--- src/rtl/serial_pkg.sv ---
// Shared definitions for the 10-bit serial link: frame layout, line levels and
// the state encoding used by both the transmitter and the receiver.
package serial_pkg;

  localparam logic START_BIT  = 1'b0;
  localparam logic STOP_BIT   = 1'b1;
  localparam logic IDLE_LEVEL = 1'b1;

  typedef enum logic [1:0] {
    ST_IDLE  = 2'd0,
    ST_SHIFT = 2'd1,
    ST_GUARD = 2'd2
  } serial_state_e;

  // Frame = start bit + payload + stop bit.
  function automatic int frame_w(input int data_w);
    return data_w + 2;
  endfunction

endpackage

--- src/rtl/bit_timer.sv ---
// Bit-period timer: bit_tick marks the last clk cycle of each bit period while
// run is high; tick_next says the following cycle will carry bit_tick.
module bit_timer #(
  parameter int CLKS_PER_BIT = 1
) (
  input  logic clk,
  input  logic reset,
  input  logic run,
  output logic bit_tick,
  output logic tick_next
);

  localparam int CNT_W = $clog2(CLKS_PER_BIT) + 1;
  localparam logic [CNT_W-1:0] LAST = CNT_W'(CLKS_PER_BIT - 1);

  logic [CNT_W-1:0] cnt_q, cnt_d;

  always_comb begin
    bit_tick = run && (cnt_q == LAST);
    if (!run || bit_tick) begin
      cnt_d = '0;
    end else begin
      cnt_d = cnt_q + CNT_W'(1);
    end
    tick_next = run && (cnt_d == LAST);
  end

  always_ff @(posedge clk or posedge reset) begin
    if (reset) begin
      cnt_q <= '0;
    end else begin
      cnt_q <= cnt_d;
    end
  end

endmodule

--- src/rtl/piso_tx.sv ---
// Serial frame transmitter: accepts a byte on valid/ready, sends
// {start, data MSB-first, stop}, then holds the line high for a guard interval.
module piso_tx
  import serial_pkg::*;
#(
  parameter int DATA_W       = 8,
  parameter int CLKS_PER_BIT = 1,
  parameter int IDLE_BITS    = 1
) (
  input  logic              clk,
  input  logic              reset,
  input  logic [DATA_W-1:0] tx_data,
  input  logic              tx_valid,
  output logic              tx_ready,
  output logic              serial_out,
  output logic              busy,
  output logic              frame_done
);

  localparam int FRAME_W     = frame_w(DATA_W);
  localparam int BIT_CNT_W   = $clog2(FRAME_W);
  localparam int GUARD_CNT_W = $clog2(IDLE_BITS + 2);

  serial_state_e          state_q;
  logic [FRAME_W-1:0]     shreg_q;
  logic [BIT_CNT_W-1:0]   bit_cnt_q;
  logic [GUARD_CNT_W-1:0] guard_cnt_q;
  logic                   serial_out_q;
  logic                   tx_ready_q;
  logic                   busy_q;
  logic                   frame_done_q;

  logic timer_run;
  logic bit_tick;
  logic tick_next;
  logic stop_last_next;

  assign timer_run = (state_q == ST_SHIFT) || (state_q == ST_GUARD);

  bit_timer #(
    .CLKS_PER_BIT(CLKS_PER_BIT)
  ) u_bit_timer (
    .clk      (clk),
    .reset    (reset),
    .run      (timer_run),
    .bit_tick (bit_tick),
    .tick_next(tick_next)
  );

  // True when the coming cycle is the final cycle of the stop bit, so the
  // registered frame_done lines up with it.
  assign stop_last_next = tick_next &&
      ((bit_tick && (bit_cnt_q == BIT_CNT_W'(1))) ||
       (!bit_tick && (bit_cnt_q == '0)));

  always_ff @(posedge clk or posedge reset) begin
    if (reset) begin
      state_q      <= ST_IDLE;
      shreg_q      <= '0;
      bit_cnt_q    <= '0;
      guard_cnt_q  <= '0;
      serial_out_q <= IDLE_LEVEL;
      tx_ready_q   <= 1'b1;
      busy_q       <= 1'b0;
      frame_done_q <= 1'b0;
    end else begin
      frame_done_q <= 1'b0;
      case (state_q)
        ST_IDLE: begin
          if (tx_valid && tx_ready_q) begin
            shreg_q      <= {START_BIT, tx_data, STOP_BIT};
            bit_cnt_q    <= BIT_CNT_W'(FRAME_W - 1);
            serial_out_q <= START_BIT;
            tx_ready_q   <= 1'b0;
            busy_q       <= 1'b1;
            state_q      <= ST_SHIFT;
          end
        end
        ST_SHIFT: begin
          frame_done_q <= stop_last_next;
          if (bit_tick) begin
            if (bit_cnt_q == '0) begin
              serial_out_q <= IDLE_LEVEL;
              if (IDLE_BITS > 0) begin
                guard_cnt_q <= GUARD_CNT_W'(IDLE_BITS - 1);
                state_q     <= ST_GUARD;
              end else begin
                tx_ready_q <= 1'b1;
                busy_q     <= 1'b0;
                state_q    <= ST_IDLE;
              end
            end else begin
              shreg_q      <= {shreg_q[FRAME_W-2:0], 1'b1};
              serial_out_q <= shreg_q[FRAME_W-2];
              bit_cnt_q    <= bit_cnt_q - BIT_CNT_W'(1);
            end
          end
        end
        ST_GUARD: begin
          if (bit_tick) begin
            if (guard_cnt_q == '0) begin
              tx_ready_q <= 1'b1;
              busy_q     <= 1'b0;
              state_q    <= ST_IDLE;
            end else begin
              guard_cnt_q <= guard_cnt_q - GUARD_CNT_W'(1);
            end
          end
        end
        default: begin
          serial_out_q <= IDLE_LEVEL;
          tx_ready_q   <= 1'b1;
          busy_q       <= 1'b0;
          state_q      <= ST_IDLE;
        end
      endcase
    end
  end

  assign serial_out = serial_out_q;
  assign tx_ready   = tx_ready_q;
  assign busy       = busy_q;
  assign frame_done = frame_done_q;

endmodule
--- config.mk ---
export PLATFORM = sky130hd
export DESIGN_NAME = piso_tx
export DESIGN_NICKNAME = d
export VERILOG_FILES = /design/src/rtl/serial_pkg.sv /design/src/rtl/bit_timer.sv /design/src/rtl/piso_tx.sv
export SDC_FILE = /design/constraint.sdc
export NUM_CORES = 1
export LEC_CHECK = 0
export ABC_AREA = 1
export CAP_MARGIN = 20
export CORE_MARGIN = 10
export CORE_UTILIZATION = 50
export CTS_BUF_LIST = sky130_fd_sc_hd__clkbuf_8 sky130_fd_sc_hd__clkbuf_16
export CTS_CLUSTER_DIAMETER = 30
export CTS_CLUSTER_SIZE = 25
export DETAILED_ROUTE_END_ITERATION = 7
export GPL_TIMING_DRIVEN = 0
export MAX_ROUTING_LAYER = met4
export PLACE_DENSITY = 0.84
export SLEW_MARGIN = 30
export SYNTH_ARGS = -nofsm -noshare
export SYNTH_HDL_FRONTEND = slang
export SYNTH_HIERARCHICAL = 1
export SYNTH_SLANG_ARGS = --single-unit
--- constraint.sdc ---
create_clock -name clk -period 2.2 [get_ports clk]
set_clock_uncertainty 0.1 [all_clocks]
set_input_delay 0.44 -clock clk [delete_from_list [all_inputs] [get_ports clk]]
set_output_delay 0.44 -clock clk [all_outputs]
set_load 0.01 [all_outputs]
[Word-level counts from Yosys, hierarchy flattened]
Cells that the tools add are included.
Word-level totals
  register bits after elaboration: 22
  output and inout bits: 4
  word-level logic and storage cells: 79
Cells by class
  add/subtract/negate cells: 3
  equality and inequality tests: 10
  multiplexer cells: 32
  bitwise logic cells: 4
  reductions and logical operators: 21
Operators with widths (count)
  $mux 9: 3
  $mux 2: 9
  $pmux 9 s2: 1
  $mux 4: 3
  $mux 1: 10
  $ne 2x2->1 const B: 5
  $reduce_and 5->1: 2
  $pmux 1 s3: 3
  $pmux 4 s2: 1
  $reduce_and 4->1: 2
  $logic_and 1x1->1: 6
  $pmux 2 s3: 1
  $eq 4x1->1 const B: 1
  $logic_not 2->1: 2
  $logic_not 4->1: 1
  $ne 2x1->1 const B: 2
  $not 1->1: 4
  $pmux 2 s2: 1
  $reduce_bool 2->1: 2
  $sub 4x1->4 const B: 1
  $logic_or 1x1->1: 3
  $reduce_and 3->1: 1
  $eq 2x1->1 const B: 1
  $eq 2x2->1 const B: 1
  other kinds (3): 4

[Depth between registers and ports, before layout]
  depth after elaboration: 9
  depth in mapped cells: 12

[Hierarchy]
The synthesis kept the hierarchy.
Modules (own cells, without submodules)
  piso_tx: times used 1, cells an instance 169, area an instance 1276.2 µm², seq. area each 528.0 µm²
  bit_timer: times used 1, cells an instance 6, area an instance 46.3 µm², seq. area each 25.0 µm²

[Worst setup path after synthesis]
OpenSTA, ideal clock, no wires.
  kind: flip-flop to flip-flop
  start: register state_q[1]
  end: register bit_cnt_q[1]
  setup time: 0.117 ns
  data arrival time: 1.419 ns
  required time: 1.983 ns
  path slack: 0.564 ns
  stages on the path, launching flop included: 13
  buffers on the path: 1
  period minus slack after synthesis: 1.636 ns
  cell sequence: dfrtp_1 > inv_1 > ha_1 > inv_1 > nor2_2 > inv_1 > nand2_1 > nand2_2 > inv_1 > nand3_2 > buf_6 > nand2_1 > nand2_1
Between the ends
  cells in the longest elaborated chain, start to end: 5
RTL lines
  start: declaration: RTL line piso_tx.sv:24  | serial_state_e state_q;
  start signal: assignment: RTL line piso_tx.sv:58  | state_q <= ST_IDLE;
  start signal: assignment: RTL line piso_tx.sv:76  | state_q <= ST_SHIFT;
  start signal: assignment: RTL line piso_tx.sv:86  | state_q <= ST_GUARD;
  $eq 2x1->1 / $eq 2x2->1 (equally long branches): RTL line piso_tx.sv:38  | assign timer_run = (state_q == ST_SHIFT) || (state_q == ST_GUARD);
  $logic_or 1x1->1 *: RTL line piso_tx.sv:38
  named net timer_run: RTL line piso_tx.sv:33  | logic timer_run;
  $logic_and 1x1->1 *: RTL line bit_timer.sv:19  | bit_tick = run && (cnt_q == LAST);
  named net bit_tick: RTL line piso_tx.sv:34  | logic bit_tick;
  $ne 2x2->1 (no line) *
  $reduce_and 4->1 (no line) *
  end signal: assignment: RTL line piso_tx.sv:72  | bit_cnt_q <= BIT_CNT_W'(FRAME_W - 1);
  end signal: assignment: RTL line piso_tx.sv:95  | bit_cnt_q <= bit_cnt_q - BIT_CNT_W'(1);
  end: declaration: RTL line piso_tx.sv:26  | logic [BIT_CNT_W-1:0] bit_cnt_q;
Mark *: on every way through the listed nets, which the timed path passes. The rest lies on a longest branch.
A chain may end at the register's enable or synchronous reset.

[Final worst setup path]
  start: register state_q[0]
  end: register shreg_q[2]
Between the ends
  cells in the longest elaborated chain, start to end: 5
RTL lines
  $eq 2x1->1 / $eq 2x2->1 (equally long branches): RTL line piso_tx.sv:38
  $logic_or 1x1->1 *: RTL line piso_tx.sv:38
  named net timer_run: RTL line piso_tx.sv:33
  $logic_and 1x1->1 *: RTL line bit_timer.sv:19
  named net bit_tick: RTL line piso_tx.sv:34
  $ne 2x2->1 (no line) *
  $reduce_and 4->1 (no line) *
  end signal: assignment: RTL line piso_tx.sv:71  | shreg_q <= {START_BIT, tx_data, STOP_BIT};
  end signal: assignment: RTL line piso_tx.sv:93  | shreg_q <= {shreg_q[FRAME_W-2:0], 1'b1};
  end: declaration: RTL line piso_tx.sv:25  | logic [FRAME_W-1:0] shreg_q;
Marked as above.

==> summary.md <==
| Metric | Value |
|---|---|
| Initial antenna violation count | `0` |
| Comb pwr share | `4.4%` |
| Worst-Margin Slew | `0.812 ns` |
| Synth Area in XOR/XNOR | `0.662%` |
| Post-detail-place hpwl | `2050 um` |
| Startpoint class of the critical path | `flop` |
| TritonCTS buffer count | `3` |
| Full die area | `0.00510 mm^2` |
| Minimum clock period | `1.89 ns` |
| Psw | `0.153 mW` |
| Share of cells above drive strength 1 | `11.4%` |
| Power share of the clock group | `40.5%` |
| Postcts setup bufs | `0` |
| Final period util | `86.1%` |
| Routed Wire Length | `2710 um` |
| Critical-path cell list | `inv_1 > ha_1 > inv_1 > nor2_2 > inv_1 > nand2_1 > nand2_2 > inv_1 > nand3_2 > buf_6 > nand2_1 > nand2_1` |
| Diode count | `0` |
| Final Setup Violations | `0` |
| CP Class | `reg2reg` |
| CP dominant cell by count | `inv_1` |
| DR DRC count | `0` |
| Average cell area after synthesis | `7.56 um^2` |
| FF+latch area | `553 um^2` |
| Die H | `71.4 um` |
| Synth Area in Simple Gates | `37.6%` |
| Grt total ovfl | `0` |
| Ports | `15` |
| Cell family with the largest share of critical-path delay | `buffers and inverters` |
| Synth warn | `6` |
| Multi-input gate area | `644 um^2` |
| Commonest non-fill, non-tap cell in the layout | `nand2_1` |
| Largest net degree at the start of global routing | `22` |
| Flop pwr share | `55.1%` |
| Vias per inst | `5.06` |
| Hold Crit Class | `in2async` |
| Max Freq | `0.528 GHz` |
| Main combinational cell family by area after synthesis | `simple AND/OR/NAND/NOR gates` |
| Worst path depth | `12` |
| Hold buffers post-CTS | `0` |
| Avg WL per Cell | `12.2 um` |
| First-pass GRT wire length | `4820 um` |
| P&R area growth vs syn | `17.6%` |
| Crit path buf inv count | `5` |
| Drt pass-1 iters | `4` |
| Power Total | `0.736 mW` |
| Register area share after synthesis | `41.8%` |
| Post-synthesis compound-gate area fraction | `2.65%` |
| Setup TNS | `0 ns` |
| Via count | `1129` |
| Synthesized Nets | `194` |
| CP Max Fanout | `10` |
| Leading cell types in the layout, fill and taps excluded | `nand2_1 (77), dfrtp_1 (20), inv_1 (17), clkdlybuf4s50_1 (14), nand3_1 (10)` |
| Routability congestion estimate | `0.825` |
| Clk slew on worst S/H paths | `0.08 ns` |
| Global Route Usage Sum | `11.6%` |
| Switching Fraction | `20.7%` |
| Final hold viol count | `0` |
| CP peak stage delay | `0.40 ns` |
| ANT nets after route | `0` |
| Max Slew Vio Count | `0` |
| Int Pwr | `0.583 mW` |
| CTS root buf | `clkbuf_8` |
| Number of placement rows | `18` |
| PostCTS Resize Cnt | `0` |
| #FFs+latches synth | `22` |
| Status | `finished, final reports clean` |
| Core ar. | `0.00250 mm^2` |
| Clock sink total | `22` |
| Core Util, Final | `62.2%` |
| Fraction of synthesized area in multiplexers | `0%` |
| Buffers on Ports | `14` |
| Reg2reg path depth | `12` |
| Width of the die | `71.4 um` |
| Fillers | `200` |
| Leak Pwr | `0.839 nW` |
| Synth unique cells | `23` |
| Critical Path RT | `2.26 ns` |
| Initial DRC count | `61` |
| Slew Limit Headroom | `45.8%` |
| Post-Synth Adder-Cell Area | `7.57%` |
| Starting Density | `52.9%` |
| Mapped Cells | `175` |
| Vias in the first global route | `1132` |
| Power Dens Cells | `473 mW/mm^2` |
| Hold Slack | `0.245 ns` |
| Max Cap Viol | `0` |
| Clk buf depth | `2` |
| Setup crit end kind | `flop` |
| Worst-Skew Late Latency | `0.26 ns` |
| VDD IR max | `0.371 mV` |
| Cell area after synthesis | `0.00132 mm^2` |
| Htree depth | `1` |
| CTS tree | `done` |
| Unrepaired setup endpoints after global routing | `false` |
| Net count, final | `213` |
| CP max-delay cell | `dfrtp_1` |
| WP data arrival | `1.95 ns` |
## synth_stat cells (all sizes together)
master	n	area (um^2)
inv	18	67.6
a21oi	2	10.0
conb	1	3.75
ha	8	100
nand3b	1	7.51
clkbuf	1	3.75
dfstp	2	52.6
xnor2	1	8.76
o21ai	5	25.0
buf	6	53.8
or2	1	8.76
nand2	79	302
nand3	13	80.1
dfrtp	20	500
nand4	9	56.3
nor2	8	42.5
## routing by layer
| layer | vias to the layer above | track usage, % | routed length [um] |
|---|---|---|---|
| met5 | - | - | 0 |
| met4 | 0 | 5.59 | 41 |
| met3 | 4 | 2.89 | 88 |
| met2 | 20 | 19.9 | 1340 |
| met1 | 527 | 12.1 | 1240 |
| li1 | 578 | - | - |
## sequential cells by signal (all words and copies together) (netlist names), 2 cells and up
register,cells
shreg_q,9
bit_cnt_q,4
guard_cnt_q,2
state_q,2
## through the flow
stage,cells,cell area [um^2],setup WS [ns]
2_1_floorplan,175,1320,0.564
3_3_place_gp,219,1500,0.403
3_5_place_dp,219,1500,0.327
4_1_cts,223,1560,0.305
5_1_grt,223,1560,0.126
6_report,223,1560,0.307
## area by class of cell
type / count / share of cell area [%]
inverter: 18 / 4.34
sequential: 22 / 35.6
clock buffer: 4 / 3.54
timing repair buffer: 14 / 9.01
multi-input combinational: 128 / 41.4
tap: 30 / 2.41
buffer: 7 / 3.70
## cell families (layout without fill, tap and decap cells)
| kind of cell | after synthesis | after routing |
|---|---|---|
| buf+inv | 25 | 43 |
| simple gates | 111 | 111 |
| other cells | 1 | 1 |
| flops | 22 | 22 |
| fa+ha+maj | 8 | 8 |
| xor+xnor | 1 | 1 |
| compound gates | 7 | 7 |
## worst reg2reg max path, cell delays in order, from the launching register on
cell and delay, ns:
dfrtp_1 0.40, inv_1 0.10, ha_1 0.32, inv_1 0.06, nor2_2 0.12, inv_1 0.09, nand2_1 0.07, nand2_2 0.09
inv_1 0.09, nand3_2 0.09, buf_6 0.16, nand2_1 0.06, nand2_1 0.05
## power groups by stage
stage / Combinational (mW) / Sequential (mW) / Clock (mW)
2_1_floorplan: 0.0121 / 0.413 / 0
3_3_place_gp: 0.0321 / 0.414 / 0
3_5_place_dp: 0.0330 / 0.414 / 0
4_1_cts: 0.0331 / 0.406 / 0.304
5_1_grt: 0.0363 / 0.406 / 0.317
6_report: 0.0322 / 0.406 / 0.298
## final timing paths
check / start / endpoint / slack (ns)
worst max-delay path: state_q[0] / shreg_q[2] / 0.31
worst min-delay path: reset / u_bit_timer/cnt_q / 0.24
worst max register to register: state_q[0] / shreg_q[2] / 0.31
worst min register to register: shreg_q[0] / shreg_q[0] / 0.37
max in group asynchronous: reset / shreg_q[6] / 0.92
min in group clk: shreg_q[0] / shreg_q[0] / 0.37
No activity file was read; power rests on OpenSTA's default activity.
